==> src/rtl/seven_seg_source_arbiter_pkg.sv <==
// Shared types for the seven-segment source arbiter.
package seven_seg_pkg;

    localparam int SEG_NUM_W = 13;

    typedef enum logic [1:0] {
        IDLE  = 2'd0,
        GRANT = 2'd1,
        SHOW  = 2'd2
    } arb_state_t;

endpackage

==> src/rtl/seven_seg_source_arbiter_rr_pick.sv <==
// Round-robin picker: first requester after last_grant, wrapping modulo NUM_SRC.
module rr_pick #(
    parameter int NUM_SRC = 3,
    parameter int IDX_W   = $clog2(NUM_SRC)
) (
    input  logic [NUM_SRC-1:0] req,
    input  logic [IDX_W-1:0]   last_grant,
    output logic               any,
    output logic [IDX_W-1:0]   winner
);

    int w_idx;

    // Scan farthest-first so the nearest requester after last_grant wins.
    always_comb begin
        any    = |req;
        winner = '0;
        w_idx  = 0;
        for (int k = NUM_SRC; k >= 1; k--) begin
            w_idx = (int'(last_grant) + k) % NUM_SRC;
            if (req[w_idx]) winner = IDX_W'(w_idx);
        end
    end

endmodule

==> src/rtl/seven_seg_source_arbiter.sv <==
// Time-shares one seven-segment readout between NUM_SRC sources with round-robin
// grants and a minimum dwell per grant.
module seven_seg_source_arbiter
    import seven_seg_pkg::*;
#(
    parameter int NUM_SRC     = 3,
    parameter int NUM_W       = SEG_NUM_W,
    parameter int HOLD_CYCLES = 50_000_000
) (
    input  logic                       clk,
    input  logic                       reset_n,
    input  logic [NUM_SRC-1:0]         req,
    input  logic [NUM_SRC*NUM_W-1:0]   src_num,
    output logic [NUM_SRC-1:0]         ack,
    output logic [NUM_W-1:0]           num,
    output logic [$clog2(NUM_SRC)-1:0] owner,
    output logic                       num_valid
);

    localparam int IDX_W = $clog2(NUM_SRC);
    localparam int CNT_W = $clog2(HOLD_CYCLES);

    arb_state_t          r_state;
    logic [NUM_SRC-1:0]  r_ack;
    logic [NUM_W-1:0]    r_num;
    logic [IDX_W-1:0]    r_owner;
    logic [IDX_W-1:0]    r_last;
    logic                r_valid;
    logic [CNT_W-1:0]    r_cnt;

    logic                w_any;
    logic [IDX_W-1:0]    w_winner;
    logic [NUM_SRC-1:0]  w_owner_oh;
    logic                w_other_req;
    logic                w_expiry;
    logic [NUM_W-1:0]    w_win_val;
    logic [NUM_W-1:0]    w_own_val;

    rr_pick #(
        .NUM_SRC (NUM_SRC),
        .IDX_W   (IDX_W)
    ) u_pick (
        .req        (req),
        .last_grant (r_last),
        .any        (w_any),
        .winner     (w_winner)
    );

    assign w_owner_oh  = NUM_SRC'(1) << r_owner;
    assign w_other_req = |(req & ~w_owner_oh);
    assign w_expiry    = (r_cnt == CNT_W'(HOLD_CYCLES - 1));
    assign w_win_val   = src_num[int'(w_winner)*NUM_W +: NUM_W];
    assign w_own_val   = src_num[int'(r_owner)*NUM_W +: NUM_W];

    always_ff @(posedge clk or negedge reset_n) begin
        if (!reset_n) begin
            r_state <= IDLE;
            r_ack   <= '0;
            r_num   <= '0;
            r_owner <= '0;
            r_last  <= IDX_W'(NUM_SRC - 1);
            r_valid <= 1'b0;
            r_cnt   <= '0;
        end else begin
            r_ack <= '0;
            case (r_state)
                IDLE: begin
                    if (w_any) begin
                        r_owner <= w_winner;
                        r_num   <= w_win_val;
                        r_valid <= 1'b1;
                        r_ack   <= NUM_SRC'(1) << w_winner;
                        r_state <= GRANT;
                    end
                end
                GRANT: begin
                    r_last  <= r_owner;
                    r_cnt   <= '0;
                    r_state <= SHOW;
                end
                SHOW: begin
                    // At expiry r_last == r_owner, so the picker naturally ranks the owner last.
                    if (w_expiry) begin
                        r_cnt <= '0;
                        if (w_other_req) begin
                            r_owner <= w_winner;
                            r_num   <= w_win_val;
                            r_ack   <= NUM_SRC'(1) << w_winner;
                            r_state <= GRANT;
                        end else if (req[r_owner]) begin
                            r_num <= w_own_val;
                        end
                    end else begin
                        r_cnt <= r_cnt + CNT_W'(1);
                        if (req[r_owner]) r_num <= w_own_val;
                    end
                end
                default: r_state <= IDLE;
            endcase
        end
    end

    assign ack       = r_ack;
    assign num       = r_num;
    assign owner     = r_owner;
    assign num_valid = r_valid;

endmodule

==> config.mk <==
export PLATFORM = sky130hd
export DESIGN_NAME = seven_seg_source_arbiter
export DESIGN_NICKNAME = d
export VERILOG_FILES = /design/src/rtl/seven_seg_source_arbiter_pkg.sv /design/src/rtl/seven_seg_source_arbiter_rr_pick.sv /design/src/rtl/seven_seg_source_arbiter.sv
export SDC_FILE = /design/constraint.sdc
export NUM_CORES = 1
export LEC_CHECK = 0
export ABC_AREA = 1
export CAP_MARGIN = 20
export CORE_UTILIZATION = 40
export DETAILED_ROUTE_END_ITERATION = 6
export GPL_TIMING_DRIVEN = 0
export HOLD_SLACK_MARGIN = 0.15
export SLEW_MARGIN = 15
export SYNTH_ARGS = -nofsm -noshare
export SYNTH_HDL_FRONTEND = slang
export SYNTH_HIERARCHICAL = 1
export SYNTH_SLANG_ARGS = --single-unit
==> constraint.sdc <==
create_clock -name clk -period 4.7 [get_ports clk]
set_clock_uncertainty 0.2 [all_clocks]
set_input_delay 0.94 -clock clk [delete_from_list [all_inputs] [get_ports clk]]
set_output_delay 0.94 -clock clk [all_outputs]
set_load 0.005 [all_outputs]
==> run_results.csv <==
group,metric,value,unit
die,rows,34,
clocking,path_clk_slew,0.09,ns
global_route,first_global_vias,3830,
clocking,ctsResizeCount,0,
worst_setup_path,endpoint_kind,"flip-flop",
worst_setup_path,critical_path_class,"primary input to flip-flop",
logic_synthesis,seq_area_frac_synth,0.340,
logic_synthesis,yosysTopAreaCell,"dfrtp_1",
sta,setup_viol,0,
run,max_cap_viol_count,0,
cells_and_area,post-route-util,0.512,
clocking,cts_hold_buf,0,
placement,port_buffers,62,
sta,fin_crit_sh,0.739,
min_path,hold_depth,2,
logic_synthesis,yosysTopAreaCellShare,0.333,
route,wl_per_cell,14.4,µm
logic_synthesis,yosys_warnings,6,
route,via_per_inst,5.24,
logic_synthesis,ys_async_sr_fraction,1.00,
route,drtIter0Drc,236,
clocking,clockBufferDepth,2,
sta,slew_violations,0,
sta,worst_pin_slew,0.578,ns
clocking,clock-sinks,49,
worst_setup_path,crit_path_end,"num[0]",
worst_setup_path,start_kind,"primary input",
clocking,postCtsSetupRepairBufs,0,
logic_synthesis,synth_edf_count,0,
route,drt-pass1-iter-count,5,
sta,maxSlewHeadroom,0.614,
power,peakVddDrop,0.304,mV
placement,place_ws,0.964,ns
worst_setup_path,reg2reg_depth,16,
clocking,h-tree-depth,2,
worst_setup_path,r2r-start,"r_last[0]",
die,die_width,97.0,µm
logic_synthesis,syn_area,0.00361,mm²
sta,max_freq,288,MHz
logic_synthesis,syn_inst,565,
power,p_per_area,604,mW/mm²
route,ant_nets,0,
sta,setup_tns,0,ns
worst_setup_path,cp.arrival,3.52,ns
cells_and_area,area_growth,23.7,%
die,die_y,97.0,µm
logic_synthesis,synth_seq_cells,49,
sta,period_needed,3.47,ns
worst_setup_path,required,4.74,ns
cells_and_area,antenna_cells,0,
clocking,clk_latency,0.31,ns
sta,setup_ws,1.23,ns
route,route.vias.total,3900,
min_path,min_path_type,"flip-flop to flip-flop",
logic_synthesis,syn_avg_cell_area,6.39,µm²
power,p_leak,2.11,nW
die,start_util,0.414,
sta,rsz0062_at_grt,"no",
worst_setup_path,r2r_setup_slack,1.73,ns
global_route,overflow,0,
die,die_area,0.00941,mm²
placement,place_hpwl,8270,µm
logic_synthesis,ys.flop_type,"dfrtp_1",
die,ioPinCount,63,
logic_synthesis,syn_nets,616,
die,core_area,0.00872,mm²
route,drc_errors,0,
clocking,numCtsBuffers,5,
route,routed_wl,10700,µm
logic_synthesis,synth.area.top_cells,"dfrtp_1 33%, nand2_1 18%, nand3_1 14%",
global_route,grt_max_degree,27,
cells_and_area,final_layout_size_suffix_gt1_frac,0.0755,
sta,hold_viol_final,0,
placement,gp_congestion,0.940,
global_route,grtUsageTotal,0.232,
clocking,cts_tree,"done",
worst_setup_path,startpoint,"req[2]",
run_status,outcome,"complete, no violations",
global_route,grt_pass1_wl,17900,µm
logic_synthesis,ys_types,31,
worst_setup_path,r2r_end,"num[0]",
cells_and_area,nets,686,
global_route,antenna_found_initial,0,
worst_setup_path,path_max_fanout,10,
clocking,root_buffer,"clkbuf_8",
## flip-flops by register name, summed over array words and instances (netlist names)
register,count
num_valid,1
ack,3
num,13
r_cnt,26
r_last,2
r_state,2
owner,2
## how the worst min path moves through the flow
stage	start	to	slack, ns
after CTS	num_valid	num_valid	0.29
after global placement	num_valid	num_valid	0.25
after floorplan	num_valid	num_valid	0.26
after detailed placement	num_valid	num_valid	0.26
final	num_valid	num_valid	0.28
after global routing	num_valid	num_valid	0.32
## worst max-delay path, cell delays in order
cell and delay (ns):
clkdlybuf4s50_1 0.60, inv_1 0.09, or2_1 0.23, o21ai_2 0.12, nand2_1 0.06, o21ai_1 0.08
buf_2 0.25, inv_1 0.15, nor2_1 0.33, buf_2 0.31, a21oi_1 0.12, nand2_1 0.09
nand3_1 0.08, nand2_1 0.07
## synthesized netlist by cell type (4+ instances only)
cell,instances
nand3_1,104
xor2_1,8
inv_1,55
nor2_1,62
a21oi_1,30
nor3_1,11
nand2_1,176
dfrtp_1,48
buf_2,13
o21ai_0,9
nand2_2,8
inv_2,4
ha_1,7
## layer usage
metal | share of wire | routed length, µm | GRT usage | up-vias
met1 | 0.49 | 5240 | 0.329 | 1817
met5 | 0 | 0 | 0 | -
li1 | - | - | - | 1946
met3 | 0.039 | 420 | 0.0303 | 15
met4 | 0.015 | 158 | 0.0666 | 0
met2 | 0.46 | 4890 | 0.369 | 122
## metrics by stage
stage / instances / power (mW) / cell area, µm² / hold WS (ns)
after floorplan: 565 / 1.83 / 3610 / 0.257
after global placement: 735 / 2.39 / 4370 / 0.249
after detailed placement: 736 / 2.43 / 4380 / 0.263
after CTS: 744 / 2.69 / 4470 / 0.286
after global routing: 744 / 2.95 / 4470 / 0.320
final: 744 / 2.70 / 4470 / 0.282
## where the power goes
part,switching [mW],leakage (nW),internal [mW]
combinational,1.15,1.43,0.669
clock,0.151,0.0385,0.106
sequential,0.0878,0.645,0.534
## layout make-up
type	count	area (µm²)
buffer	20	114
clock buffer	7	76.3
clock inverter	1	7.51
fill	874	4250
inverter	59	221
multi-input combinational	437	2050
sequential	49	1230
tap	108	135
timing repair buffer	63	636
## layout by cell type, fill, tap and decap left out, types with 3 or more instances in the layout
cell type	instances
nand2_1	176
nand3_1	104
nor2_1	62
clkdlybuf4s50_1	61
inv_1	55
dfrtp_1	48
a21oi_1	30
buf_2	14
nor3_1	11
o21ai_0	9
nand2_2	8
xor2_1	8
ha_1	7
clkbuf_8	5
clkbuf_1	4
inv_2	4
nand3_2	3
o21ai_1	3
nand4_1	3
nor2_4	3
## cells by family (layout without fill, tap and decap cells)
kind of cell / count (synthesis) / in the layout / synth area share
compound gates: 48 / 48 / 0.0714
fa+ha+maj: 7 / 7 / 0.0242
simple gates: 373 / 373 / 0.450
flops: 49 / 49 / 0.340
xor+xnor: 9 / 9 / 0.0218
buf+inv: 79 / 150 / 0.0928
Power figures use the tool's default switching activity.
